### config.mk
export PLATFORM = sky130hd
export DESIGN_NAME = id_stage_ctrl_flat
export DESIGN_NICKNAME = d
export VERILOG_FILES = /design/src/rtl/id_stage_ctrl_if.sv /design/src/rtl/id_stage_ctrl.sv /design/src/flat_wrapper.sv
export SDC_FILE = /design/constraint.sdc
export NUM_CORES = 1
export LEC_CHECK = 0
export BUFFER_PORTS_ARGS = -buffer_cell sky130_fd_sc_hd__buf_2
export CAP_MARGIN = 20
export CORE_AREA = 2 2 161 163
export DETAILED_ROUTE_END_ITERATION = 16
export DIE_AREA = 0 0 163 165
export PLACE_DENSITY_LB_ADDON = 0.1
export SLEW_MARGIN = 20
export SYNTH_ARGS = -nofsm -noshare
export SYNTH_HDL_FRONTEND = slang
export SYNTH_SLANG_ARGS = --single-unit
### constraint.sdc
create_clock -name clk -period 4.41 [get_ports clk]
set_input_delay 0.441 -clock clk [delete_from_list [all_inputs] [get_ports clk]]
set_output_delay 0.441 -clock clk [all_outputs]
set_load 0.03 [all_outputs]
### src/rtl/id_stage_ctrl_if.sv
// Handshake bundles around the decode stage: fetch->ID (fs_ds_if) and ID->EX (ds_es_if).
// The master modport is the producing side in both cases.
interface fs_ds_if;
   logic        fs_valid;
   logic [31:0] fs_inst;
   logic [31:0] fs_pc;
   logic        ds_ready;

   modport master (output fs_valid, fs_inst, fs_pc, input ds_ready);
   modport slave  (input fs_valid, fs_inst, fs_pc, output ds_ready);
endinterface

interface ds_es_if;
   logic        ds_to_es_valid;
   logic        es_ready;
   logic [31:0] ds_pc;
   logic [31:0] ds_src_a;
   logic [31:0] ds_src_b;
   logic [31:0] ds_imm;
   logic [15:0] ds_aluop;
   logic        ds_b_is_imm;
   logic [4:0]  ds_dest;
   logic        ds_mem_read;
   logic [4:0]  ds_mem_wen_pick;

   modport master (output ds_to_es_valid, ds_pc, ds_src_a, ds_src_b, ds_imm, ds_aluop,
                   ds_b_is_imm, ds_dest, ds_mem_read, ds_mem_wen_pick,
                   input es_ready);
   modport slave  (input ds_to_es_valid, ds_pc, ds_src_a, ds_src_b, ds_imm, ds_aluop,
                   ds_b_is_imm, ds_dest, ds_mem_read, ds_mem_wen_pick,
                   output es_ready);
endinterface

### src/rtl/id_stage_ctrl.sv
// MIPS instruction-decode stage: pipeline register, one-hot decode, N_FWD-channel bypass
// with pending-producer interlock, and branch/jump resolution in ID.
module id_stage_ctrl #(
   parameter int          N_FWD    = 2,
   parameter bit          BDS      = 1'b1,
   parameter logic [31:0] RESET_PC = 32'hbfc00000
) (
   input  logic                 clk,
   input  logic                 rst,
   fs_ds_if.slave               fs,
   output logic [4:0]           rf_raddr1,
   output logic [4:0]           rf_raddr2,
   input  logic [31:0]          rf_rdata1,
   input  logic [31:0]          rf_rdata2,
   input  logic [N_FWD-1:0]     fwd_valid,
   input  logic [5*N_FWD-1:0]   fwd_dest,
   input  logic [N_FWD-1:0]     fwd_pending,
   input  logic [32*N_FWD-1:0]  fwd_data,
   input  logic                 flush,
   ds_es_if.master              es,
   output logic                 br_taken,
   output logic [31:0]          br_target
);
   typedef enum logic [4:0] {
      ALU_AND, ALU_OR, ALU_ADD, ALU_SUB, ALU_SLT, ALU_XOR, ALU_NOR, ALU_SLTU,
      ALU_SLL, ALU_SRL, ALU_SRA, ALU_LUI, ALU_A, ALU_B, ALU_NONE = 5'd31
   } alu_e;

   typedef enum logic [3:0] {
      BR_NONE, BR_EQ, BR_NE, BR_GEZ, BR_GTZ, BR_LEZ, BR_LTZ, BR_J, BR_JR
   } br_e;

   typedef struct packed {
      logic [31:0] data;
      logic        pend;
   } byp_t;

   logic        ds_valid_q, ds_valid_d;
   logic [31:0] inst_q, inst_d;
   logic [31:0] pc_q, pc_d;

   logic [5:0]  op, funct;
   logic [4:0]  rs, rt, rd, sa;
   logic [15:0] imm16;
   assign op    = inst_q[31:26];
   assign rs    = inst_q[25:21];
   assign rt    = inst_q[20:16];
   assign rd    = inst_q[15:11];
   assign sa    = inst_q[10:6];
   assign funct = inst_q[5:0];
   assign imm16 = inst_q[15:0];

   // Lowest-index match wins; r0 is hardwired to zero and never waits on a producer.
   function automatic byp_t bypass(input logic [4:0] raddr, input logic [31:0] rf_data,
                                   input logic [N_FWD-1:0] v, input logic [5*N_FWD-1:0] d,
                                   input logic [N_FWD-1:0] p, input logic [32*N_FWD-1:0] x);
      byp_t r;
      r.data = rf_data;
      r.pend = 1'b0;
      for (int i = N_FWD - 1; i >= 0; i--) begin
         if (v[i] && d[5*i +: 5] == raddr) begin
            r.data = x[32*i +: 32];
            r.pend = p[i];
         end
      end
      if (raddr == 5'd0) r = '0;
      return r;
   endfunction

   byp_t byp_a, byp_b;
   assign byp_a = bypass(rs, rf_rdata1, fwd_valid, fwd_dest, fwd_pending, fwd_data);
   assign byp_b = bypass(rt, rf_rdata2, fwd_valid, fwd_dest, fwd_pending, fwd_data);

   alu_e       alu_sel;
   br_e        br_kind;
   logic       use_a, use_b, imm_zext, is_shift, link, b_is_imm, mem_read;
   logic [4:0] dest, wen_pick;

   always_comb begin
      // NOTE: every decode output gets a default first so no path leaves it unassigned (no latches).
      alu_sel  = ALU_NONE;
      br_kind  = BR_NONE;
      use_a    = 1'b0;
      use_b    = 1'b0;
      imm_zext = 1'b0;
      is_shift = 1'b0;
      link     = 1'b0;
      b_is_imm = 1'b0;
      mem_read = 1'b0;
      dest     = 5'd0;
      wen_pick = 5'd0;
      case (op)
         6'h00: begin
            case (funct)
               6'h21: begin alu_sel = ALU_ADD;  dest = rd; use_a = 1'b1; use_b = 1'b1; end
               6'h23: begin alu_sel = ALU_SUB;  dest = rd; use_a = 1'b1; use_b = 1'b1; end
               6'h24: begin alu_sel = ALU_AND;  dest = rd; use_a = 1'b1; use_b = 1'b1; end
               6'h25: begin alu_sel = ALU_OR;   dest = rd; use_a = 1'b1; use_b = 1'b1; end
               6'h26: begin alu_sel = ALU_XOR;  dest = rd; use_a = 1'b1; use_b = 1'b1; end
               6'h27: begin alu_sel = ALU_NOR;  dest = rd; use_a = 1'b1; use_b = 1'b1; end
               6'h2a: begin alu_sel = ALU_SLT;  dest = rd; use_a = 1'b1; use_b = 1'b1; end
               6'h2b: begin alu_sel = ALU_SLTU; dest = rd; use_a = 1'b1; use_b = 1'b1; end
               6'h00: begin alu_sel = ALU_SLL;  dest = rd; use_b = 1'b1; is_shift = 1'b1; end
               6'h02: begin alu_sel = ALU_SRL;  dest = rd; use_b = 1'b1; is_shift = 1'b1; end
               6'h03: begin alu_sel = ALU_SRA;  dest = rd; use_b = 1'b1; is_shift = 1'b1; end
               6'h08: begin br_kind = BR_JR; use_a = 1'b1; end
               6'h09: begin br_kind = BR_JR; use_a = 1'b1; link = 1'b1; dest = rd; end
               default: ;
            endcase
         end
         6'h01: begin
            case (rt)
               5'h00: begin br_kind = BR_LTZ; use_a = 1'b1; end
               5'h01: begin br_kind = BR_GEZ; use_a = 1'b1; end
               5'h10: begin br_kind = BR_LTZ; use_a = 1'b1; link = 1'b1; dest = 5'd31; end
               5'h11: begin br_kind = BR_GEZ; use_a = 1'b1; link = 1'b1; dest = 5'd31; end
               default: ;
            endcase
         end
         6'h02: br_kind = BR_J;
         6'h03: begin br_kind = BR_J; link = 1'b1; dest = 5'd31; end
         6'h04: begin br_kind = BR_EQ;  use_a = 1'b1; use_b = 1'b1; end
         6'h05: begin br_kind = BR_NE;  use_a = 1'b1; use_b = 1'b1; end
         6'h06: begin br_kind = BR_LEZ; use_a = 1'b1; end
         6'h07: begin br_kind = BR_GTZ; use_a = 1'b1; end
         6'h08, 6'h09: begin alu_sel = ALU_ADD;  dest = rt; use_a = 1'b1; b_is_imm = 1'b1; end
         6'h0a: begin alu_sel = ALU_SLT;  dest = rt; use_a = 1'b1; b_is_imm = 1'b1; end
         6'h0b: begin alu_sel = ALU_SLTU; dest = rt; use_a = 1'b1; b_is_imm = 1'b1; end
         6'h0c: begin alu_sel = ALU_AND; dest = rt; use_a = 1'b1; b_is_imm = 1'b1; imm_zext = 1'b1; end
         6'h0d: begin alu_sel = ALU_OR;  dest = rt; use_a = 1'b1; b_is_imm = 1'b1; imm_zext = 1'b1; end
         6'h0e: begin alu_sel = ALU_XOR; dest = rt; use_a = 1'b1; b_is_imm = 1'b1; imm_zext = 1'b1; end
         6'h0f: begin alu_sel = ALU_LUI; dest = rt; b_is_imm = 1'b1; imm_zext = 1'b1; end
         6'h20, 6'h21, 6'h23, 6'h24, 6'h25: begin
            alu_sel = ALU_ADD; dest = rt; use_a = 1'b1; b_is_imm = 1'b1; mem_read = 1'b1;
         end
         // lwl/lwr merge into the old rt value, so rt is a real source.
         6'h22, 6'h26: begin
            alu_sel = ALU_ADD; dest = rt; use_a = 1'b1; use_b = 1'b1; b_is_imm = 1'b1; mem_read = 1'b1;
         end
         6'h28: begin alu_sel = ALU_ADD; use_a = 1'b1; use_b = 1'b1; b_is_imm = 1'b1; wen_pick = 5'b00100; end
         6'h29: begin alu_sel = ALU_ADD; use_a = 1'b1; use_b = 1'b1; b_is_imm = 1'b1; wen_pick = 5'b00010; end
         6'h2a: begin alu_sel = ALU_ADD; use_a = 1'b1; use_b = 1'b1; b_is_imm = 1'b1; wen_pick = 5'b01000; end
         6'h2b: begin alu_sel = ALU_ADD; use_a = 1'b1; use_b = 1'b1; b_is_imm = 1'b1; wen_pick = 5'b00001; end
         6'h2e: begin alu_sel = ALU_ADD; use_a = 1'b1; use_b = 1'b1; b_is_imm = 1'b1; wen_pick = 5'b10000; end
         default: ;
      endcase
      if (link) begin
         alu_sel  = ALU_B;
         b_is_imm = 1'b1;
      end
   end

   logic [31:0] pc4, imm_ext;
   logic        taken, stall, ds_go, ds_ready;
   assign pc4     = pc_q + 32'd4;
   assign imm_ext = imm_zext ? {16'd0, imm16} : {{16{imm16[15]}}, imm16};

   always_comb begin
      taken = 1'b0;
      case (br_kind)
         BR_EQ:  taken = byp_a.data == byp_b.data;
         BR_NE:  taken = byp_a.data != byp_b.data;
         BR_GEZ: taken = ~byp_a.data[31];
         BR_GTZ: taken = ~byp_a.data[31] && byp_a.data != 32'd0;
         BR_LEZ: taken = byp_a.data[31] || byp_a.data == 32'd0;
         BR_LTZ: taken = byp_a.data[31];
         BR_J, BR_JR: taken = 1'b1;
         default: taken = 1'b0;
      endcase
   end

   assign br_target = (br_kind == BR_J)  ? {pc4[31:28], inst_q[25:0], 2'b00} :
                      (br_kind == BR_JR) ? byp_a.data :
                                           pc4 + {imm_ext[29:0], 2'b00};

   assign stall    = (use_a & byp_a.pend) | (use_b & byp_b.pend);
   assign ds_go    = ds_valid_q & ~stall;
   assign ds_ready = ~ds_valid_q | (ds_go & es.es_ready);
   assign br_taken = ds_go & es.es_ready & ~flush & taken;

   assign fs.ds_ready         = ds_ready;
   assign rf_raddr1           = rs;
   assign rf_raddr2           = rt;
   assign es.ds_to_es_valid   = ds_go & ~flush;
   assign es.ds_pc            = pc_q;
   assign es.ds_src_a         = byp_a.data;
   assign es.ds_src_b         = byp_b.data;
   // Shifts carry their amount in the immediate slot; B stays on rt.
   assign es.ds_imm           = link ? pc_q + 32'd8 : is_shift ? {27'd0, sa} : imm_ext;
   assign es.ds_aluop         = (alu_sel == ALU_NONE) ? 16'd0 : 16'd1 << alu_sel;
   assign es.ds_b_is_imm      = b_is_imm;
   assign es.ds_dest          = dest;
   assign es.ds_mem_read      = mem_read;
   assign es.ds_mem_wen_pick  = wen_pick;

   always_comb begin
      ds_valid_d = ds_valid_q;
      inst_d     = inst_q;
      pc_d       = pc_q;
      if (flush) begin
         ds_valid_d = 1'b0;
      end else if (fs.fs_valid && ds_ready) begin
         inst_d     = fs.fs_inst;
         pc_d       = fs.fs_pc;
         // Without a delay slot, the instruction fetched beside a taken branch is wrong-path.
         ds_valid_d = !(br_taken && !BDS);
      end else if (ds_go && es.es_ready) begin
         ds_valid_d = 1'b0;
      end
   end

   always_ff @(posedge clk or posedge rst) begin
      // NOTE: state uses non-blocking assignments so every flop samples pre-edge values.
      if (rst) begin
         ds_valid_q <= 1'b0;
         inst_q     <= 32'd0;
         pc_q       <= RESET_PC;
      end else begin
         ds_valid_q <= ds_valid_d;
         inst_q     <= inst_d;
         pc_q       <= pc_d;
      end
   end
endmodule

### src/flat_wrapper.sv
// flat-port wrapper written by rule: the top's interface ports become plain ports
module id_stage_ctrl_flat 
#(
   parameter int          N_FWD    = 2,
   parameter bit          BDS      = 1'b1,
   parameter logic [31:0] RESET_PC = 32'hbfc00000
)
  (clk, rst, rf_raddr1, rf_raddr2, rf_rdata1, rf_rdata2, fwd_valid, fwd_dest, fwd_pending, fwd_data, flush, br_taken, br_target, fs_fs_valid, fs_fs_inst, fs_fs_pc, fs_ds_ready, es_ds_to_es_valid, es_ds_pc, es_ds_src_a, es_ds_src_b, es_ds_imm, es_ds_aluop, es_ds_b_is_imm, es_ds_dest, es_ds_mem_read, es_ds_mem_wen_pick, es_es_ready);
  fs_ds_if fs_i ();
  ds_es_if es_i ();
  input  logic clk;
  input  logic rst;
  output logic [4:0] rf_raddr1;
  output logic [4:0] rf_raddr2;
  input  logic [31:0] rf_rdata1;
  input  logic [31:0] rf_rdata2;
  input  logic [N_FWD-1:0] fwd_valid;
  input  logic [5*N_FWD-1:0] fwd_dest;
  input  logic [N_FWD-1:0] fwd_pending;
  input  logic [32*N_FWD-1:0] fwd_data;
  input  logic flush;
  output logic br_taken;
  output logic [31:0] br_target;
  input wire logic [$bits(fs_i.fs_valid)-1:0] fs_fs_valid;
  input wire logic [$bits(fs_i.fs_inst)-1:0] fs_fs_inst;
  input wire logic [$bits(fs_i.fs_pc)-1:0] fs_fs_pc;
  output wire logic [$bits(fs_i.ds_ready)-1:0] fs_ds_ready;
  output wire logic [$bits(es_i.ds_to_es_valid)-1:0] es_ds_to_es_valid;
  output wire logic [$bits(es_i.ds_pc)-1:0] es_ds_pc;
  output wire logic [$bits(es_i.ds_src_a)-1:0] es_ds_src_a;
  output wire logic [$bits(es_i.ds_src_b)-1:0] es_ds_src_b;
  output wire logic [$bits(es_i.ds_imm)-1:0] es_ds_imm;
  output wire logic [$bits(es_i.ds_aluop)-1:0] es_ds_aluop;
  output wire logic [$bits(es_i.ds_b_is_imm)-1:0] es_ds_b_is_imm;
  output wire logic [$bits(es_i.ds_dest)-1:0] es_ds_dest;
  output wire logic [$bits(es_i.ds_mem_read)-1:0] es_ds_mem_read;
  output wire logic [$bits(es_i.ds_mem_wen_pick)-1:0] es_ds_mem_wen_pick;
  input wire logic [$bits(es_i.es_ready)-1:0] es_es_ready;
  assign fs_i.fs_valid = fs_fs_valid;
  assign fs_i.fs_inst = fs_fs_inst;
  assign fs_i.fs_pc = fs_fs_pc;
  assign fs_ds_ready = fs_i.ds_ready;
  assign es_ds_to_es_valid = es_i.ds_to_es_valid;
  assign es_ds_pc = es_i.ds_pc;
  assign es_ds_src_a = es_i.ds_src_a;
  assign es_ds_src_b = es_i.ds_src_b;
  assign es_ds_imm = es_i.ds_imm;
  assign es_ds_aluop = es_i.ds_aluop;
  assign es_ds_b_is_imm = es_i.ds_b_is_imm;
  assign es_ds_dest = es_i.ds_dest;
  assign es_ds_mem_read = es_i.ds_mem_read;
  assign es_ds_mem_wen_pick = es_i.ds_mem_wen_pick;
  assign es_i.es_ready = es_es_ready;
  id_stage_ctrl #(.N_FWD(N_FWD), .BDS(BDS), .RESET_PC(RESET_PC)) u_core (.clk(clk), .rst(rst), .fs(fs_i), .rf_raddr1(rf_raddr1), .rf_raddr2(rf_raddr2), .rf_rdata1(rf_rdata1), .rf_rdata2(rf_rdata2), .fwd_valid(fwd_valid), .fwd_dest(fwd_dest), .fwd_pending(fwd_pending), .fwd_data(fwd_data), .flush(flush), .es(es_i), .br_taken(br_taken), .br_target(br_target));
endmodule
* Word-level counts from Yosys, hierarchy flattened
Cells that the tools add are included.
** Storage, ports and cells
- Bits in registers :: 65
- Bits of input ports :: 211
- Output and inout bits :: 201
- Bits in writable memories :: 0
- Bits in latches :: 0
- Memories :: 0
- ROM bits :: 0
** Cells by class
- Reduce and logical (&&, ||, !) cells :: 34
- Shift operators :: 1
- Equal/unequal tests :: 57
- Multiply operators :: 0
- Divide/modulo/power cells :: 0
- $lt $le $gt $ge :: 0
- Muxes and demuxes :: 40
- Add/subtract/negate cells :: 3
- Bitwise logic cells :: 13
** Operators with widths (count)
- $mux 33 :: 6
- $mux 32 :: 5
- $eq 6x6->1 const B :: 20
- $eq 6x4->1 const B :: 10
- $pmux 5 s11 :: 1
- $pmux 5 s8 :: 1
- $add 32x3->32 const B :: 1
- $add 32x32->32 :: 1
- $add 32x4->32 const B :: 1
- $eq 32x32->1 :: 1
- $logic_not 32->1 :: 1
- $ne 32x32->1 :: 1
- $reduce_bool 32->1 :: 1
- $pmux 4 s7 :: 1
- $pmux 5 s5 :: 1
- $eq 6x2->1 const B :: 4
- $eq 6x3->1 const B :: 4
- $reduce_or 23->1 :: 1
- $eq 5x5->1 :: 4
- $pmux 5 s4 :: 1
- $reduce_or 20->1 :: 1
- $eq 4x3->1 const B :: 4
- $mux 16 :: 1
- $shl 1x5->16 const A :: 1
- 32 further kinds :: 75

* Logic depth before layout (Yosys ltp)
- Depth in word-level cells :: 14
- Gate-level depth with buffers :: 19
- Depth with buffers taken out :: 19

* Least setup slack after synthesis
No wires, ideal clock.
- Path kind :: register to output
- Start point :: reg u_core.pc_q[4] (netlist: u_core.es.ds_pc[4])
- End point :: out br_target[30]
- Setup slack :: -0.602 ns
- Path buffers :: 0
- Stages on the path, launching flop included :: 20
- Data arrival time :: 4.571 ns
- Cells stage by stage :: dfrtp_1 > ha_1 > nand3_1 > nor3_1 > nand3_1 > nor2_1 > and3_1 > nand2_1 > xnor2_1 > ha_1 > a21o_1 > a21o_1 > a21oi_1 > o21bai_1 > a21oi_1 > nor2_1 > o311a_1 > o211ai_1 > a21oi_1 > nor3b_1
** Between the ends
- Word-level cells in the longest chain between the ends :: 4
** RTL lines
- start: declaration :: RTL line id_stage_ctrl.sv:40 : logic [31:0] pc_q, pc_d;
- start signal: assignment :: RTL line id_stage_ctrl.sv:221 : pc_q <= pc_d;
- $add 32x3->32 * :: RTL line id_stage_ctrl.sv:155 : assign pc4 = pc_q + 32'd4;
- $add 32x32->32 :: RTL line id_stage_ctrl.sv:174 : pc4 + {imm_ext[29:0], 2'b00};
- $mux 32 :: RTL line id_stage_ctrl.sv:173 : (br_kind == BR_JR) ? byp_a.data :
- $mux 32 * :: RTL line id_stage_ctrl.sv:172 : assign br_target = (br_kind == BR_J) ? {pc4[31:28], inst_q[25:0], 2'b00} :
- end: declaration :: RTL line flat_wrapper.sv:23 : output logic [31:0] br_target;
Every way passes the cells marked *; elsewhere a longest branch is shown, timed or not.

* Worst setup path in the final report
- Start point :: reg u_core.pc_q[3] (netlist: u_core.es.ds_pc[3])
- End point :: out br_target[22]
** Between the ends
- Word-level cells in the longest chain between the ends :: 4
** RTL lines (RTL line)
- $add 32x3->32 :: id_stage_ctrl.sv:155
- $add 32x32->32 :: id_stage_ctrl.sv:174
- $mux 32 :: id_stage_ctrl.sv:173
- $mux 32 :: id_stage_ctrl.sv:172
No other way between the ends.

==> results by stage <==
Run status:
- The run finished, with violations left.
- The final reports fail on negative setup slack.

Synth:
- Of the synthesized area, sequential elements account for 0.162.
- After synthesis, the largest family of logic cells by area is compound AO/OA/AOI/OAI gates.
- In this run, synthesis inferred 0 flip-flops with an integrated enable.
- In the synthesized netlist the dominant register cell turns out to be sky130_fd_sc_hd__dfrtp_1.
- The area fraction in compound gates after synthesis is 0.302.
- The synthesized netlist contains between 60 and 70 unique library cells.
- The synthesized cell area is roughly 0.01 sq mm.
- By area the synthesized netlist is led by sky130_fd_sc_hd__dfrtp_1, sky130_fd_sc_hd__mux2_2, sky130_fd_sc_hd__o31ai_1, sky130_fd_sc_hd__xnor2_1, sky130_fd_sc_hd__nand4_1.
- The share of synthesized flip-flops with an asynchronous set or reset is 1.00.
- The share of synthesized area in the top cell type comes to 0.138.
- The synthesized area per cell is between 7 and 8 sq um.
- The share of cell area taken by muxes after synthesis is 0.0750.
- In this run, synthesis produced a sequential element count of 65.
- By count the netlist is led by sky130_fd_sc_hd__nand2_1, sky130_fd_sc_hd__a21oi_1, sky130_fd_sc_hd__clkbuf_1.
- The cell count after synthesis is ~1400.
- The synthesized-area fraction occupied by adder cells is 0.0402.
- The synthesized-area fraction occupied by and/or/nand/nor cells is 0.254.
- The number of synthesis warnings is 0.
- The dominant cell by count in the synthesized netlist is sky130_fd_sc_hd__nand2_1.
- The fraction of synthesized cell area in xor and xnor cells is 0.0855.
- The top cell type by total area after synthesis is sky130_fd_sc_hd__dfrtp_1.

Route:
- The overall via count from detail_route is 13400.
- The length of routed met3 wiring is 4.35 mm.
- Summed over all nets, wire length on met2 after detailed routing comes to 23.5 mm.
- The via-per-instance ratio is 6.19.
- Once detail routing completed, the nets flagged for antenna violations numbered 0.
- The highest routed metal layer is met4.
- The met1 routed wirelength after detailed routing is between 20 and 25 mm.
- After the first detailed-routing iteration, the DRC count stood at around 1500.
- The pre-antenna-repair detailed-routing pass consisted of 5 iterations.
- After detailed routing, the average wire length per cell comes to 23.1 um.
- In the routed design, unresolved DRC markers number 0.
- The final layout contains routed wiring with a total length of around 50 mm.

STA:
- For the pin with the worst max-slew slack, the measured transition is around 0.85 ns.
- Setup violations remaining at the end of the flow were counted as 10.
- The max-slew violation count was 0.
- Between clock sinks in the finished design, the worst skew comes to 0.0114 ns.
- The worst max-slew margin expressed relative to the limit is 0.426.
- The worst-case hold slack is approximately 0.18 ns.
- Setup repair after global routing could not meet its margin everywhere.
- The final critical-path share of the clock period is 1.07.
- The final number of hold-violating endpoints is 0.
- The highest clock rate is 0.212 GHz.
- Counting I/O delays and the setup requirement, the final critical path takes around 4.7 ns.
- Setup slack on the critical path of the routed design comes to -0.299 ns.

CTS:
- No sink is reached through more buffers than the 2 on the longest clock path.
- The clock tree from TritonCTS is yes.
- The number of buffers added by the clock tree synthesis step is 9.
- The count of hold buffers inserted by post-cts repair is 0.
- The CTS clock-pin slew for the worst setup and hold paths is about 0.07 ns.
- Clock latency on the worst-skew pair, taken at its later pin, is about 0.35 ns.
- In this run the number of H-tree levels came out at 3.
- Counting every sink on the clock net gives 65.
- The cell at the root of the clock tree is sky130_fd_sc_hd__clkbuf_16.

Placement:
- Buffers placed on the I/O ports in this run total about 410.
- Once placement completed, the tool counted placed cells totaling 2132.
- The HPWL after detailed placement is ~38 mm.
- The global placer's final weighted congestion is between 0.9 and 1.

Critical path:
- The launch instance of the worst register-to-register path is u_core.inst_q[29].
- The biggest fanout along the worst timing path is 4.
- The critical path startpoint category is a flop.
- The worst setup path is of the reg -> out kind.
- The endpoint of the lowest-slack register-to-register path is u_core.es.ds_pc[18].
- The worst setup path is captured at an output port.
- The worst-case reg-to-reg path depth is 13.
- STA puts the critical path data arrival time at 4.27 ns.
- For flop-to-flop paths, the worst setup slack is 0.96 ns.
- At the worst endpoint, the required time is 3.97 ns.

Run:
- The number of max-cap violations is 0.

Floorplanning:
- For this configuration, the core starts out at a cell density of 0.405.
- During I/O placement, the number of pins put on the boundary was 412.
- The core area is around 0.025 sq mm.
- The die is between 150 and 200 um wide.
- The number of cell rows is 58.
- The die covers 0.0269 sq mm.
- The vertical die dimension is ~170 um.

Power and ir drop:
- VDD sags by at most between 0.0003 and 0.0004 V.
- The leakage dissipation is about 6.5 nW.
- Of the total power, the share spent switching nets is 0.545.
- Of the total power, the clock network draws 0.108.
- The switching power summed over all nets is a little under 4 mW.
- The internal portion of the total power is 3.28 mW.
- The share of total power dissipated in combinational logic is 0.764.
- For this design the ratio of total power to cell area is slightly below 500 mW/mm^2.
- The total design power is 7.21 mW.
- The share of total power dissipated in sequential elements is 0.128.

Global route:
- Entering global routing, the biggest net connects 115 pins.
- The initial antenna violation count is 2.
- The first global-routing pass estimated roughly 75 mm of wire.
- The global-route total usage across every layer is 0.357.
- The number of global-route vias before repair is 12937.
- After global routing the overflow that remains totals 0.

Finish:
- The final layout contains around 2100 nets.
- The count of placed standard cells in the final layout, fillers left out is between 2000 and 2500.
- The count of fill cells added during filler insertion is 2447.
- Relative to the synthesized area, the layout overhead comes to 43.8%.
- The fraction of layout cells with a size suffix above 1 is 0.453.

Hold path:
- The worst min-delay path category is in -> async.
==> routing by layer <==
metal / track usage / vias up
met1: 0.465 / 6399
met2: 0.602 / 764
li1: - / 6109
met3: 0.0565 / 128
met4: 0.118 / 0
met5: 0 / -
==> layout by cell type, fill, tap and decap left out, types with 32 or more instances in the layout <==
| cell type | instances |
|---|---|
| sky130_fd_sc_hd__o31ai_1 | 76 |
| sky130_fd_sc_hd__a21oi_1 | 82 |
| sky130_fd_sc_hd__nand3_1 | 34 |
| sky130_fd_sc_hd__xor2_1 | 32 |
| sky130_fd_sc_hd__buf_4 | 161 |
| sky130_fd_sc_hd__o21ai_0 | 66 |
| sky130_fd_sc_hd__a31oi_2 | 35 |
| sky130_fd_sc_hd__nor2_1 | 70 |
| sky130_fd_sc_hd__nand4_1 | 86 |
| sky130_fd_sc_hd__xnor2_1 | 64 |
| sky130_fd_sc_hd__and2_1 | 36 |
| sky130_fd_sc_hd__and3_1 | 41 |
| sky130_fd_sc_hd__mux2_2 | 64 |
| sky130_fd_sc_hd__buf_2 | 391 |
| sky130_fd_sc_hd__nor3_1 | 53 |
| sky130_fd_sc_hd__a31oi_1 | 33 |
| sky130_fd_sc_hd__dfrtp_1 | 48 |
| sky130_fd_sc_hd__nand2_1 | 102 |
==> stage by stage <==
stage                      util  setup slack, ns  TNS (ns)  area, sq um
final                     0.583           -0.299     -1.58        14600
after global placement    0.533          -0.0240   -0.0507        13300
after global routing      0.583           -0.496     -4.64        14600
after detailed placement  0.533           -0.117    -0.293        13300
after floorplan               -          -0.0464   -0.0511        10200
after CTS                 0.564           -0.144    -0.593        14100
==> layout make-up <==
class	count	area (sq um)	share of cell area
multi-input cells	1146	8440	0.579
repair buffers	585	3690	0.253
flip-flops and latches	65	1650	0.113
well taps	330	413	0.0283
clock buffers	9	225	0.0154
clock inverters	7	82.6	0.00566
inverters	22	82.6	0.00566
diodes	2	5.00	0.000343
==> flip-flops by register name, indices dropped and copies added, names as in the netlist <==
| register | count |
|---|---|
| u_core.ds_valid_q | 1 |
| u_core.inst_q | 32 |
| u_core.es.ds_pc | 32 |
==> power by group through the flow <==
stage          clock (mW)  sequential (mW)  combinational (mW)
5_1_grt             0.818            0.939                5.84
3_5_place_dp            0            0.920                4.96
4_1_cts             0.790            0.918                5.21
2_1_floorplan           0            0.972                3.17
3_3_place_gp            0            0.918                4.96
6_report            0.781            0.922                5.50
==> logic make-up (layout without fill, tap and decap cells) <==
logic type,Yosys count,count (layout)
flops,65,65
compound gates,447,447
mux,68,68
buf+inv,175,623
other cells,1,5
simple gates,497,497
xor+xnor,99,99
fa+ha+maj,32,32
==> worst max-delay path by stage <==
| stage | start | to | slack (ns) | cells past startpoint |
|---|---|---|---|---|
| global placement | u_core.es.ds_pc[3] | br_target[28] | -0.02 | 20 |
| CTS | u_core.es.ds_pc[3] | br_target[31] | -0.14 | 20 |
| detailed placement | u_core.es.ds_pc[3] | br_target[31] | -0.12 | 17 |
| finish | u_core.es.ds_pc[3] | br_target[22] | -0.30 | 19 |
| floorplan | u_core.es.ds_pc[4] | br_target[30] | -0.05 | 19 |
| global route | u_core.es.ds_pc[3] | br_target[22] | -0.50 | 19 |
==> timing repair <==
action,in CTS,in global routing
setup buffers,6,10
pin swaps,44,54
gates cloned,0,1
resized for setup,94,76
endpoints found under the setup margin,14,17
==> worst max-delay path, cell delays in order, from the launching register on <==
cell	delay (ns)
sky130_fd_sc_hd__dfrtp_2	0.44
sky130_fd_sc_hd__ha_4	0.17
sky130_fd_sc_hd__nand3_4	0.13
sky130_fd_sc_hd__buf_12	0.16
sky130_fd_sc_hd__nor2_4	0.12
sky130_fd_sc_hd__nand2_2	0.08
sky130_fd_sc_hd__xnor2_2	0.13
sky130_fd_sc_hd__ha_1	0.30
sky130_fd_sc_hd__a21o_1	0.20
sky130_fd_sc_hd__a21oi_2	0.13
sky130_fd_sc_hd__nor2b_1	0.05
sky130_fd_sc_hd__a311o_1	0.37
sky130_fd_sc_hd__a31oi_4	0.21
sky130_fd_sc_hd__o21ai_2	0.10
sky130_fd_sc_hd__a2111oi_2	0.30
sky130_fd_sc_hd__buf_4	0.18
sky130_fd_sc_hd__nor3_1	0.04
sky130_fd_sc_hd__or3b_1	0.40
sky130_fd_sc_hd__a21oi_4	0.22
sky130_fd_sc_hd__buf_6	0.16
No activity file was read; power rests on OpenSTA's default activity.
